===== src/rtl/atm_pkg.sv =====
// Shared encodings for the ATM session controller: screen/state codes, display
// flags, menu modes and the balance ceiling.
package atm_pkg;

  typedef enum logic [3:0] {
    ST_IDLE   = 4'h1,
    ST_MENU   = 4'h2,
    ST_AMOUNT = 4'h3,
    ST_RESULT = 4'h4,
    ST_LOCKED = 4'hF
  } state_e;

  localparam logic [7:0] FLAG_OK  = 8'h00;
  localparam logic [7:0] FLAG_ERR = 8'hEE;

  localparam logic [1:0] MODE_BALANCE  = 2'b00;
  localparam logic [1:0] MODE_WITHDRAW = 2'b01;
  localparam logic [1:0] MODE_DEPOSIT  = 2'b10;
  localparam logic [1:0] MODE_RESERVED = 2'b11;

  localparam logic [14:0] BALANCE_MAX = 15'd9999;

endpackage


===== src/rtl/bin_to_bcd4.sv =====
// Combinational 14-bit binary to 4-digit BCD converter (double dabble).
module bin_to_bcd4 (
  input  logic [13:0] bin,
  output logic [15:0] bcd
);

  logic [29:0] sr;

  always_comb begin
    sr = {16'b0, bin};
    for (int i = 0; i < 14; i++) begin
      // Adjust every BCD digit that would overflow past 9 on the next shift.
      for (int j = 0; j < 4; j++) begin
        if (sr[14 + 4*j +: 4] >= 4'd5) begin
          sr[14 + 4*j +: 4] = sr[14 + 4*j +: 4] + 4'd3;
        end
      end
      sr = sr << 1;
    end
    bcd = sr[29:14];
  end

endmodule


===== src/rtl/atm_session_ctrl.sv =====
// ATM transaction sequencer: PIN check, balance/withdraw/deposit against an internal
// balance, and the registered display word for the seven-segment driver.
module atm_session_ctrl
  import atm_pkg::*;
#(
  parameter logic [15:0] PIN_CODE     = 16'h1234,
  parameter int          MAX_TRIES    = 3,
  parameter logic [13:0] INIT_BALANCE = 14'd500,
  parameter int          MSG_HOLD     = 8
) (
  input  logic        clk,
  input  logic        rst,
  input  logic [15:0] entry_bcd,
  input  logic        enter,
  input  logic        cancel,
  input  logic [1:0]  mode_sel,
  output logic [31:0] disp_data,
  output logic        entry_clr,
  output logic        locked
);

  state_e      state_q, state_d, ret_q, ret_d;
  logic [1:0]  mode_q, mode_d;
  logic [13:0] bal_q, bal_d;
  logic [3:0]  tries_q, tries_d;
  logic [7:0]  hold_q, hold_d;
  logic        err_q, err_d;
  logic [31:0] disp_q, disp_d;
  logic        clr_q, clr_d;
  logic        locked_q, locked_d;

  logic [3:0]  digit_ok;
  logic        entry_ok;
  logic [13:0] amt;
  logic [14:0] sum;
  logic [15:0] bal_bcd;
  logic [7:0]  flag;
  logic [15:0] value;

  genvar gi;
  generate
    for (gi = 0; gi < 4; gi++) begin : g_digit
      assign digit_ok[gi] = (entry_bcd[4*gi +: 4] <= 4'd9);
    end
  endgenerate

  assign entry_ok = &digit_ok;
  assign amt = 14'(entry_bcd[15:12]) * 14'd1000 + 14'(entry_bcd[11:8]) * 14'd100
             + 14'(entry_bcd[7:4]) * 14'd10 + 14'(entry_bcd[3:0]);
  assign sum = {1'b0, bal_q} + {1'b0, amt};

  bin_to_bcd4 u_bcd (
    .bin (bal_d),
    .bcd (bal_bcd)
  );

  always_comb begin
    state_d = state_q;
    ret_d   = ret_q;
    mode_d  = mode_q;
    bal_d   = bal_q;
    tries_d = tries_q;
    hold_d  = hold_q;
    err_d   = err_q;
    clr_d   = 1'b0;
    case (state_q)
      ST_IDLE: begin
        if (cancel) begin
          clr_d = 1'b1;
        end else if (enter) begin
          clr_d = 1'b1;
          if (entry_ok && entry_bcd == PIN_CODE) begin
            state_d = ST_MENU;
            tries_d = 4'd0;
          end else begin
            tries_d = tries_q + 4'd1;
            if (tries_d == 4'(MAX_TRIES)) begin
              state_d = ST_LOCKED;
            end else begin
              state_d = ST_RESULT;
              err_d   = 1'b1;
              ret_d   = ST_IDLE;
              hold_d  = 8'(MSG_HOLD - 1);
            end
          end
        end
      end
      ST_MENU: begin
        if (cancel) begin
          clr_d   = 1'b1;
          state_d = ST_IDLE;
          tries_d = 4'd0;
        end else if (enter) begin
          clr_d = 1'b1;
          if (mode_sel == MODE_WITHDRAW || mode_sel == MODE_DEPOSIT) begin
            state_d = ST_AMOUNT;
            mode_d  = mode_sel;
          end else begin
            state_d = ST_RESULT;
            err_d   = (mode_sel == MODE_RESERVED);
            ret_d   = ST_MENU;
            hold_d  = 8'(MSG_HOLD - 1);
          end
        end
      end
      ST_AMOUNT: begin
        if (cancel) begin
          clr_d   = 1'b1;
          state_d = ST_MENU;
        end else if (enter) begin
          clr_d   = 1'b1;
          state_d = ST_RESULT;
          ret_d   = ST_MENU;
          hold_d  = 8'(MSG_HOLD - 1);
          // Range-check before committing so the balance can never wrap.
          if (mode_q == MODE_WITHDRAW) begin
            err_d = !entry_ok || amt == 14'd0 || amt > bal_q;
            if (!err_d) bal_d = bal_q - amt;
          end else begin
            err_d = !entry_ok || amt == 14'd0 || sum > BALANCE_MAX;
            if (!err_d) bal_d = sum[13:0];
          end
        end
      end
      ST_RESULT: begin
        if (enter || cancel) begin
          clr_d   = 1'b1;
          state_d = ret_q;
        end else if (hold_q == 8'd0) begin
          state_d = ret_q;
        end else begin
          hold_d = hold_q - 8'd1;
        end
      end
      ST_LOCKED: ;
      default: state_d = ST_IDLE;
    endcase
  end

  always_comb begin
    locked_d = (state_d == ST_LOCKED);
    flag     = (locked_d || (state_d == ST_RESULT && err_d)) ? FLAG_ERR : FLAG_OK;
    case (state_d)
      ST_MENU:              value = {14'b0, mode_sel};
      ST_RESULT, ST_LOCKED: value = bal_bcd;
      default:              value = entry_bcd;
    endcase
    disp_d = {state_d, 4'(MAX_TRIES) - tries_d, flag, value};
  end

  always_ff @(posedge clk or posedge rst) begin
    if (rst) begin
      state_q  <= ST_IDLE;
      ret_q    <= ST_IDLE;
      mode_q   <= MODE_BALANCE;
      bal_q    <= INIT_BALANCE;
      tries_q  <= 4'd0;
      hold_q   <= 8'd0;
      err_q    <= 1'b0;
      disp_q   <= {4'h1, 4'(MAX_TRIES), FLAG_OK, 16'h0000};
      clr_q    <= 1'b0;
      locked_q <= 1'b0;
    end else begin
      state_q  <= state_d;
      ret_q    <= ret_d;
      mode_q   <= mode_d;
      bal_q    <= bal_d;
      tries_q  <= tries_d;
      hold_q   <= hold_d;
      err_q    <= err_d;
      disp_q   <= disp_d;
      clr_q    <= clr_d;
      locked_q <= locked_d;
    end
  end

  assign disp_data = disp_q;
  assign entry_clr = clr_q;
  assign locked    = locked_q;

endmodule

===== config.mk =====
export PLATFORM = sky130hd
export DESIGN_NAME = atm_session_ctrl
export DESIGN_NICKNAME = d
export VERILOG_FILES = /design/src/rtl/atm_pkg.sv /design/src/rtl/bin_to_bcd4.sv /design/src/rtl/atm_session_ctrl.sv
export SDC_FILE = /design/constraint.sdc
export NUM_CORES = 1
export LEC_CHECK = 0
export ABC_AREA = 1
export CAP_MARGIN = 20
export CORE_ASPECT_RATIO = 1.4
export CORE_MARGIN = 5
export CORE_UTILIZATION = 34
export CTS_CLUSTER_SIZE = 10
export DETAILED_ROUTE_END_ITERATION = 7
export HOLD_SLACK_MARGIN = 0.15
export PLACE_DENSITY = 0.53
export SLEW_MARGIN = 20
export SYNTH_ARGS = -nofsm -noshare
export SYNTH_HDL_FRONTEND = slang
export SYNTH_HIERARCHICAL = 1
export SYNTH_SLANG_ARGS = --single-unit

===== constraint.sdc =====
create_clock -name clk -period 27.2 [get_ports clk]
set_clock_uncertainty 0.15 [all_clocks]
set_input_delay 6.8 -clock clk [delete_from_list [all_inputs] [get_ports clk]]
set_output_delay 6.8 -clock clk [all_outputs]
set_load 0.02 [all_outputs]

== Word-level counts from Yosys, hierarchy flattened ==
Index checks and enable logic that the tools add are counted.

* Muxes and demuxes: 108
* Reductions and logical operators: 19
* Multipliers: 3
* Add/subtract/negate cells: 54
* Order comparisons: 52
* Bitwise logic cells: 1
* Equality and inequality tests: 25

{| class="wikitable"
|+ Operators by type and width
! kind !! number
|-
| two-way mux 4 bit || 58
|-
| greater-or-equal comparator 4 x 3 -> 1 bit, second input constant || 42
|-
| adder 4 x 2 -> 4 bit, second input constant || 33
|-
| two-way mux 8 bit || 12
|-
| two-way mux 14 bit || 6
|-
| two-way mux 3 bit || 12
|-
| case mux 16 bit (2 select lines) || 1
|-
| case mux 8 bit (4 select lines) || 1
|-
| adder 3 x 2 -> 3 bit, second input constant || 9
|-
| inequality test 2 bit, second input constant || 11
|-
| case mux 4 bit (5 select lines) || 1
|-
| == test 16 x 13 -> 1 bit, second input constant || 1
|-
| == test 4 x 2 -> 1 bit, second input constant || 4
|-
| less-or-equal comparator 4 bit, second input constant || 4
|-
| adder 14 x 14 -> 15 bit || 1
|-
| > comparator 15 x 14 -> 1 bit, second input constant || 1
|-
| adder 14 x 11 -> 14 bit || 1
|-
| adder 14 x 4 -> 14 bit || 1
|-
| adder 14 x 8 -> 14 bit || 1
|-
| > comparator 14 bit || 1
|-
| zero test 14 bit || 1
|-
| subtractor 14 bit || 1
|-
| two-way mux 1 bit || 13
|-
| case mux 4 bit (3 select lines) || 1
|-
| other kinds (30) || 45
|}

* Register bits: 71
* Logic and storage cells: 272
* Bits of input ports: 22
* Output and inout port bits: 34

== Longest topological paths before layout ==
Gate-level depths: netlist of the first run.

* Word-level depth: 39
* Depth in mapped cells: 106
* Mapped depth without buffers: 105

== Hierarchy ==
Netlist of the first run, hierarchy kept.

{| class="wikitable"
|+ Modules (own cells, without submodules)
! module !! seq. area each (µm²) !! area each (µm²) !! cells an instance !! instances
|-
| atm_session_ctrl || 1,438.9 || 6,701.4 || 951 || 1
|-
| bin_to_bcd4 || 0.0 || 2,586.2 || 488 || 1
|}

== Worst setup path after synthesis of the first run ==
No wires, ideal clock.

* Path type: input port to flip-flop
* From: in entry_bcd[13]
* To: reg disp_q[14], in the netlist disp_data[14]
* Stages: 100
* Library setup time: 0.083 ns
* Arrival time: 18.791 ns
* Setup slack: 8.176 ns
* Data required time: 26.967 ns
* Buffers on the path: 1
* Cell sequence: fa_1 inv_1 fa_1 inv_1 ha_1 nand2_1 o21ai_0 xor2_1 inv_1 ha_1 ha_1 ha_1 inv_1 o21ai_0 a21oi_1 nand3_1 inv_1 nand3_1 (+64 left out) nand2_2 nand2_2 nand2_2 nand2_1 nand2_1 ha_1 inv_1 ha_1 inv_1 nand2_1 xor2_1 ha_1 o21ai_0 a31oi_1 nor2_1 a21oi_1 nand2_1 o21ai_0

* Elaborated cells on any way between the ends: 143
* Classes of those cells: add/sub (42); mul (1); order compare (40); eq/ne (4); mux (48); reduce/logical (8)

{| class="wikitable"
|+ RTL lines
! element !! RTL line !! RTL
|-
| start, declared || atm_session_ctrl.sv:13 || <nowiki>input logic [15:0] entry_bcd,</nowiki>
|-
| multiplier 4 x 7 -> 11 bit || atm_session_ctrl.sv:48 || <nowiki>assign amt = 14'(entry_bcd[15:12]) * 14'd1000 + 14'(entry_bcd[11:8]) * 14'd100</nowiki>
|-
| adder 14 x 11 -> 14 bit || atm_session_ctrl.sv:48 ||
|-
| adder 14 x 8 -> 14 bit || atm_session_ctrl.sv:49 || <nowiki>+ 14'(entry_bcd[7:4]) * 14'd10 + 14'(entry_bcd[3:0]);</nowiki>
|-
| adder 14 x 4 -> 14 bit || atm_session_ctrl.sv:49 ||
|-
| adder 14 x 14 -> 15 bit / zero test 14 bit (equally long branches) || atm_session_ctrl.sv:50, atm_session_ctrl.sv:117, atm_session_ctrl.sv:120 ||
|-
| > comparator 15 x 14 -> 1 bit / logical OR 1 bit (equally long branches) || atm_session_ctrl.sv:120, atm_session_ctrl.sv:117 ||
|-
| logical OR 1 bit (on tied branches) || atm_session_ctrl.sv:120, atm_session_ctrl.sv:117 ||
|-
| two-way mux 14 bit (on tied branches) || atm_session_ctrl.sv:121, atm_session_ctrl.sv:118 ||
|-
| (+4 left out) || - ||
|-
| via bal_d[12] || atm_session_ctrl.sv:24 || <nowiki>logic [13:0] bal_q, bal_d;</nowiki>
|-
| (+19 left out) || - ||
|-
| two-way mux 4 bit / two-way mux 3 bit (equally long branches) || bin_to_bcd4.sv:14 || <nowiki>if (sr[14 + 4*j +: 4] >= 4'd5) begin</nowiki>
|-
| adder 4 x 2 -> 4 bit, or another cell as far along || bin_to_bcd4.sv:15 || <nowiki>sr[14 + 4*j +: 4] = sr[14 + 4*j +: 4] + 4'd3;</nowiki>
|-
| two-way mux 4 bit / two-way mux 3 bit (equally long branches) || bin_to_bcd4.sv:14 ||
|-
| greater-or-equal comparator 4 x 3 -> 1 bit / adder 3 x 2 -> 3 bit (equally long branches) || bin_to_bcd4.sv:14, bin_to_bcd4.sv:15 ||
|-
| two-way mux 3 bit * || bin_to_bcd4.sv:14 ||
|-
| via bal_bcd[14] || atm_session_ctrl.sv:36 || <nowiki>logic [15:0] bal_bcd;</nowiki>
|-
| case mux 16 bit (2 select lines) * || atm_session_ctrl.sv:143 || <nowiki>case (state_d)</nowiki>
|-
| via disp_d[14] || atm_session_ctrl.sv:28 || <nowiki>logic [31:0] disp_q, disp_d;</nowiki>
|-
| end signal, assigned || atm_session_ctrl.sv:160 || <nowiki>disp_q <= {4'h1, 4'(MAX_TRIES), FLAG_OK, 16'h0000};</nowiki>
|-
| end signal, assigned || atm_session_ctrl.sv:171 || <nowiki>disp_q <= disp_d;</nowiki>
|-
| end, declared || atm_session_ctrl.sv:28 ||
|}

The timed path passes the listed nets; every way through them passes the cells marked *.
A chain may end at the register's enable or synchronous reset.

== Worst setup path in the final report of the first run ==
Same ends and word-level chain as after synthesis.

==> results.tsv, run 1 <==
stage	metric	value	unit
clock_tree	Setup Buffers After CTS	0	
yosys	syn avg cell area	6.45	sq um
floorplanning	Rows	71	
yosys	complex-gate fraction of the synthesized area	10.0	%
clock_tree	CTS tree	yes	
layout	final non-filler cell area	10400	sq um
place	GPL Wtd Cong	0.872	
layout	antenna cells	0	
yosys	Synth top area share	16.4	%
sta	setup TNS	0	ps
routing	vias per inst	4.83	
global_routing	initial antenna violation count	0	
sta	minimum clock period	21080	ps
yosys	leading area contributor after synthesis	nand2_1	
yosys	Post-synth EDFFs	0	
floorplanning	IO Pins	56	
routing	DRC Markers	0	
floorplanning	Initial Util	34.5	%
yosys	xor-xnor portion of the synthesized cell area	3.02	%
yosys	adder-cell share of the synthesized area	19.6	%
layout	Final Util	38.8	%
floorplanning	DIE AREA	30800	sq um
sta	final slew viol count	0	
clock_tree	Worst-Skew Late Latency	340	ps
sta	Peak Freq	47.4	MHz
worst_setup_path	crit-path most repeated cell	nand2_1	
sta	Slew @ Worst Pin	735	ps
floorplanning	Die X	150	um
routing	Post-Route WL	24500	um
yosys	main combinational cell family by area after synthesis	simple AND/OR/NAND/NOR gates	
routing	via count	8947	
routing	Initial DRC Count	314	
yosys	Yosys reg bits	57	
routing	ANT nets after route	0	
global_routing	largest net degree at the start of global routing	58	
sta	Rel. slew slack	51.0	%
sta	RSZ-0062 raised after global routing	no	
layout	Area growth, synth to finish	12.5	%
layout	share of cells above drive strength 1	10.6	%
yosys	top cells by area, synth	nand2_1, ha_1, dfrtp_1	
run_status	status	finished, final reports clean	
place	placed cell area	10100	sq um
sta	final hold vios	0	
yosys	cell count after synthesis	1439	
global_routing	vias in the first global route	8804	
yosys	Async SR Flop Fraction	100	%
layout	register area	1440	sq um
global_routing	gr usage total	16.2	%
clock_tree	Num Clock Sinks	57	
global_routing	overflow left after global routing	0	
place	PortBufs	53	
clock_tree	CTS Hold Bufs	0	
floorplanning	Core Region	26900	sq um
worst_setup_path	Required @ worst endpoint	27300	ps
clock_tree	Clk pin slew, worst setup/hold paths	60	ps
yosys	Post-Synth Simple-Gate Area	39.6	%
place	HPWL Detailed	21000	um
global_routing	first-pass GRT wire length	40700	um
worst_setup_path	Max stage delay on crit path	660	ps
job	max_cap viols	0	
layout	Final #Nets	1639	
floorplanning	Die Y	206	um
worst_hold_path	Min-Delay Path Class	flop to flop	
worst_setup_path	critical path arrival	21180	ps
yosys	yosys warns	6	
yosys	dominant synthesized flop cell	dfrtp_1	
yosys	Mapped Area	9290	sq um
worst_setup_path	slowest CP cell	fa_1	
clock_tree	H-tree levels	3	
worst_setup_path	crit end category	flop	
worst_setup_path	Crit Path Class	input pin to flop	
clock_tree	Max clock buf depth	2	
routing	WL/cell	13.2	um
yosys	mux contribution to synthesized area	0	%
worst_setup_path	Max FO, Critical Path	18	
sta	fin crit share	77.5	%
yosys	Synth cell types	56	
clock_tree	CTS Buf Count	9	
clock_tree	CTS Root Cell	clkbuf_16	
clock_tree	CTS resizes	0	
worst_setup_path	Setup crit start kind	input pin	
routing	DRT Pass-1 Iters	5	
yosys	sequential cell area fraction in the yosys report	15.5	%
layout	layout filler cell count	2940	
layout	Multi-input gate area	6710	sq um
sta	Setup Viol. Count Final	0	
[worst max-delay path, delay by kind of cell]
kind            cells  cell delay (ps)
compound gates     13             2510
xor+xnor            2              450
fa+ha+maj          16             4470
buf+inv            19             2130
simple gates       47             4830
[per-stage QoR]
step                      setup slack [ps]  hold WS [ps]  std cells
final                                 6120           343       1853
after global routing                  4590           359       1853
after CTS                             6010           345       1853
after detailed placement              5690           336       1837
after global placement                6180           330       1837
after floorplan                       8180           303       1440
[logic make-up after synthesis]
group,Yosys count
adder cells (fa/ha/maj),134
AND/OR/NAND/NOR,778
XOR/XNOR,32
AO/OA/AOI/OAI,155
buffers and inverters,282
other,1
flip-flops,57
[sequential cells by signal (all words and copies together) (netlist names)]
signal,count
mode_q,2
disp_data,21
state_q,3
hold_q,8
tries_q,4
bal_q,14
err_q,1
locked,1
entry_clr,1
ret_q,2
[area by class of cell]
type | instances | share of cell area [%]
multi-input combinational | 1101 | 64.3
sequential | 57 | 13.8
inverter | 259 | 9.31
timing repair buffer | 55 | 5.22
tap | 365 | 4.37
clock buffer | 9 | 2.16
clock inverter | 7 | 0.898
[per-layer routing]
metal	global-route usage, %	vias to the layer above	share of wire (%)
met4	5.33	0	2.7
met2	32.3	106	55
met5	0	-	0
li1	-	4679	-
met1	17.5	4124	40
met3	1.72	38	2.1
[cells in the mapped netlist (6+ instances only)]
cell and n:
nor2_1 68, o21ai_1 17, nand2_4 10, nand3_2 19, fa_1 19, nand2_1 407, nand3b_1 7, o211ai_1 12
dfrtp_1 47, nand4_1 29, o21ai_0 51, inv_1 248, nand2_2 57, nand3_1 142, dfstp_2 10, nor2_2 9
xor2_1 24, inv_2 8, a31oi_1 6, nor3_1 9, ha_1 115, buf_4 14, xnor2_1 8, or2_2 6
a21oi_1 36
[cell usage in the layout (no fill, tap or decap), types with 29 or more instances in the layout]
| cell type | Yosys | final |
|---|---|---|
| dfrtp_1 | 47 | 47 |
| ha_1 | 115 | 115 |
| a21oi_1 | 36 | 36 |
| inv_1 | 248 | 247 |
| clkdlybuf4s50_1 | 0 | 53 |
| nand3_1 | 142 | 142 |
| nand4_1 | 29 | 29 |
| nor2_1 | 68 | 68 |
| o21ai_0 | 51 | 51 |
| nand2_2 | 57 | 57 |
| nand2_1 | 407 | 407 |
[worst paths after layout]
| path | startpoint | to | slack (ps) | cells after the start |
|---|---|---|---|---|
| setup / recovery | entry_bcd[13] | disp_data[14]$_DFF_PP0_ | 6120 | 97 |
| hold / removal | mode_q[0]$_DFFE_PP0P_ | mode_q[0]$_DFFE_PP0P_ | 340 | 2 |
| setup reg to reg | bal_q[0]$_DFF_PP0_ | disp_data[14]$_DFF_PP0_ | 16340 | 82 |
| hold reg to reg | mode_q[0]$_DFFE_PP0P_ | mode_q[0]$_DFFE_PP0P_ | 340 | 2 |
| max in group asynchronous | rst | bal_q[13]$_DFF_PP0_ | 19570 | 3 |
| min in group asynchronous | rst | disp_data[9]$_DFF_PP0_ | 6840 | 3 |
Power of run 1 is left out: the tool's default activity adds up to more than one toggle a clock period on the data nets, which glitch-free logic cannot reach.
==> run 2: changes to the inputs <==
clock period = 20.2 ns   (was 27.2 ns; I/O delays follow)
==> results.tsv, run 2 (synthesized netlist as in run 1, its figures left out) <==
stage	metric	value	unit	change
global_routing	largest net degree at the start of global routing	58		unchanged
floorplanning	DIE AREA	30800	sq um	unchanged
routing	via count	8939		was 8947
sta	Peak Freq	53.9	MHz	
worst_setup_path	critical path arrival	18610	ps	was 21180 ps
layout	antenna cells	0		unchanged
routing	DRT Pass-1 Iters	5		unchanged
sta	Setup Viol. Count Final	0		unchanged
routing	vias per inst	4.81		was 4.83
place	GPL Wtd Cong	0.872		about the same
worst_setup_path	Required @ worst endpoint	20260	ps	was 27300 ps
floorplanning	Die X	150	um	unchanged
floorplanning	Die Y	206	um	unchanged
floorplanning	Core Region	26900	sq um	unchanged
place	HPWL Detailed	20900	um	was 21000 um
place	PortBufs	53		unchanged
routing	Post-Route WL	24600	um	was 24500 um
clock_tree	Worst-Skew Late Latency	340	ps	about the same
clock_tree	Max clock buf depth	2		unchanged
worst_setup_path	slowest CP cell	fa_1		unchanged
job	max_cap viols	0		unchanged
worst_setup_path	Max stage delay on crit path	630	ps	was 660 ps
clock_tree	Clk pin slew, worst setup/hold paths	60	ps	about the same
clock_tree	Num Clock Sinks	57		unchanged
layout	Area growth, synth to finish	13.1	%	was 12.5%
worst_setup_path	Setup crit start kind	input pin		unchanged
floorplanning	IO Pins	56		unchanged
worst_setup_path	crit end category	flop		unchanged
worst_setup_path	crit-path most repeated cell	nand2_1		unchanged
sta	RSZ-0062 raised after global routing	no		unchanged
sta	setup TNS	0	ps	unchanged
worst_setup_path	Max FO, Critical Path	22		was 18
layout	Final #Nets	1643		was 1639
routing	Initial DRC Count	373		was 314
global_routing	initial antenna violation count	0		unchanged
sta	fin crit share	91.8	%	
sta	minimum clock period	18550	ps	
clock_tree	H-tree levels	3		unchanged
worst_hold_path	Min-Delay Path Class	flop to flop		unchanged
layout	number of flip-flops in the largest register	21		unchanged
run_status	status	finished, final reports clean		unchanged
layout	commonest non-fill, non-tap cell in the layout	nand2_1		unchanged
global_routing	first-pass GRT wire length	40900	um	was 40700 um
clock_tree	CTS Root Cell	clkbuf_16		unchanged
worst_setup_path	Crit Path Class	input pin to flop		unchanged
clock_tree	CTS tree	yes		unchanged
layout	commonest non-fill, non-tap cells in the layout	nand2_1, inv_1, nand3_1		unchanged
sta	final slew viol count	0		unchanged
sta	Slew @ Worst Pin	745	ps	was 735 ps
routing	DRC Markers	0		unchanged
clock_tree	CTS Hold Bufs	0		unchanged
global_routing	gr usage total	16.2	%	about the same
floorplanning	Rows	71		unchanged
routing	ANT nets after route	0		unchanged
sta	final hold vios	0		unchanged
floorplanning	Initial Util	34.5	%	unchanged
global_routing	vias in the first global route	8858		was 8804
sta	Rel. slew slack	50.3	%	was 51.0%
worst_setup_path	CP delay by family, top	simple AND/OR/NAND/NOR gates		unchanged
global_routing	overflow left after global routing	0		unchanged
clock_tree	CTS Buf Count	9		unchanged
worst_setup_path	WP buf/inv	20		was 19
layout	share of cells above drive strength 1	11.0	%	was 10.6%
routing	WL/cell	13.2	um	about the same
==> run 2: cell count changes in the layout (fill, tap and decap cells not counted), sizes merged <==
cell / delta
inv: -1
clkinvlp: +1
dlymetal6s2s: +4
clkdlybuf4s50: -4
buf: +4
==> run 2: path summary, 6_finish.rpt <==
kind	from	end	slack, ps	cells past startpoint
max	entry_bcd[13]	disp_data[14]$_DFF_PP0_	1650	104
min	mode_q[0]$_DFFE_PP0P_	mode_q[0]$_DFFE_PP0P_	340	2
max reg2reg	bal_q[0]$_DFF_PP0_	disp_data[14]$_DFF_PP0_	9600	86
min reg2reg	mode_q[0]$_DFFE_PP0P_	mode_q[0]$_DFFE_PP0P_	340	2
max in group asynchronous	rst	bal_q[11]$_DFF_PP0_	14310	3
min in group asynchronous	rst	disp_data[3]$_DFF_PP0_	5080	3
==> run 2: timing repair <==
action / in CTS / in global routing
setup endpoints to repair: 0 / 11
resized for setup: 0 / 10
buffers inserted: 0 / 4
==> run 2: worst reg2reg max path, delay by kind of cell (launching register included) <==
kind / cells / cell delay, ps
and+or+nand+nor: 51 / 5120
adders and majority gates: 11 / 2320
AOI/OAI and AO/OA: 9 / 1360
buffers and inverters: 15 / 1170
DFF: 1 / 350
==> run 2: per-stage QoR <==
stage / util (%) / hold WS (ps) / cell area, sq um / instances / setup WS (ps)
2_1_floorplan: - / 303 / 9290 / 1440 / 2930
3_3_place_gp: 37.6 / 330 / 10100 / 1837 / 926
3_5_place_dp: 37.6 / 336 / 10100 / 1837 / 446
4_1_cts: 38.8 / 345 / 10400 / 1853 / 779
5_1_grt: 39.0 / 359 / 10500 / 1857 / 154
6_report: 39.0 / 343 / 10500 / 1857 / 1650
==> run 2: layer usage <==
metal  up-vias  wire length, um  GRT usage, %
li1       4676                -             -
met1      4096            10000          17.6
met2       118            13200          31.8
met3        49              571          1.74
met4         0              824          6.12
met5         -                0             0
==> run 2: cell type report <==
class | count | area (sq um)
Fill cell | 2922 | 16400
Multi-Input combinational cell | 1101 | 6730
Sequential cell | 57 | 1440
Inverter | 259 | 976
Timing Repair Buffer | 59 | 586
Tap cell | 365 | 457
Clock buffer | 9 | 225
Clock inverter | 7 | 93.8
Power of run 2 is left out for the same reason.
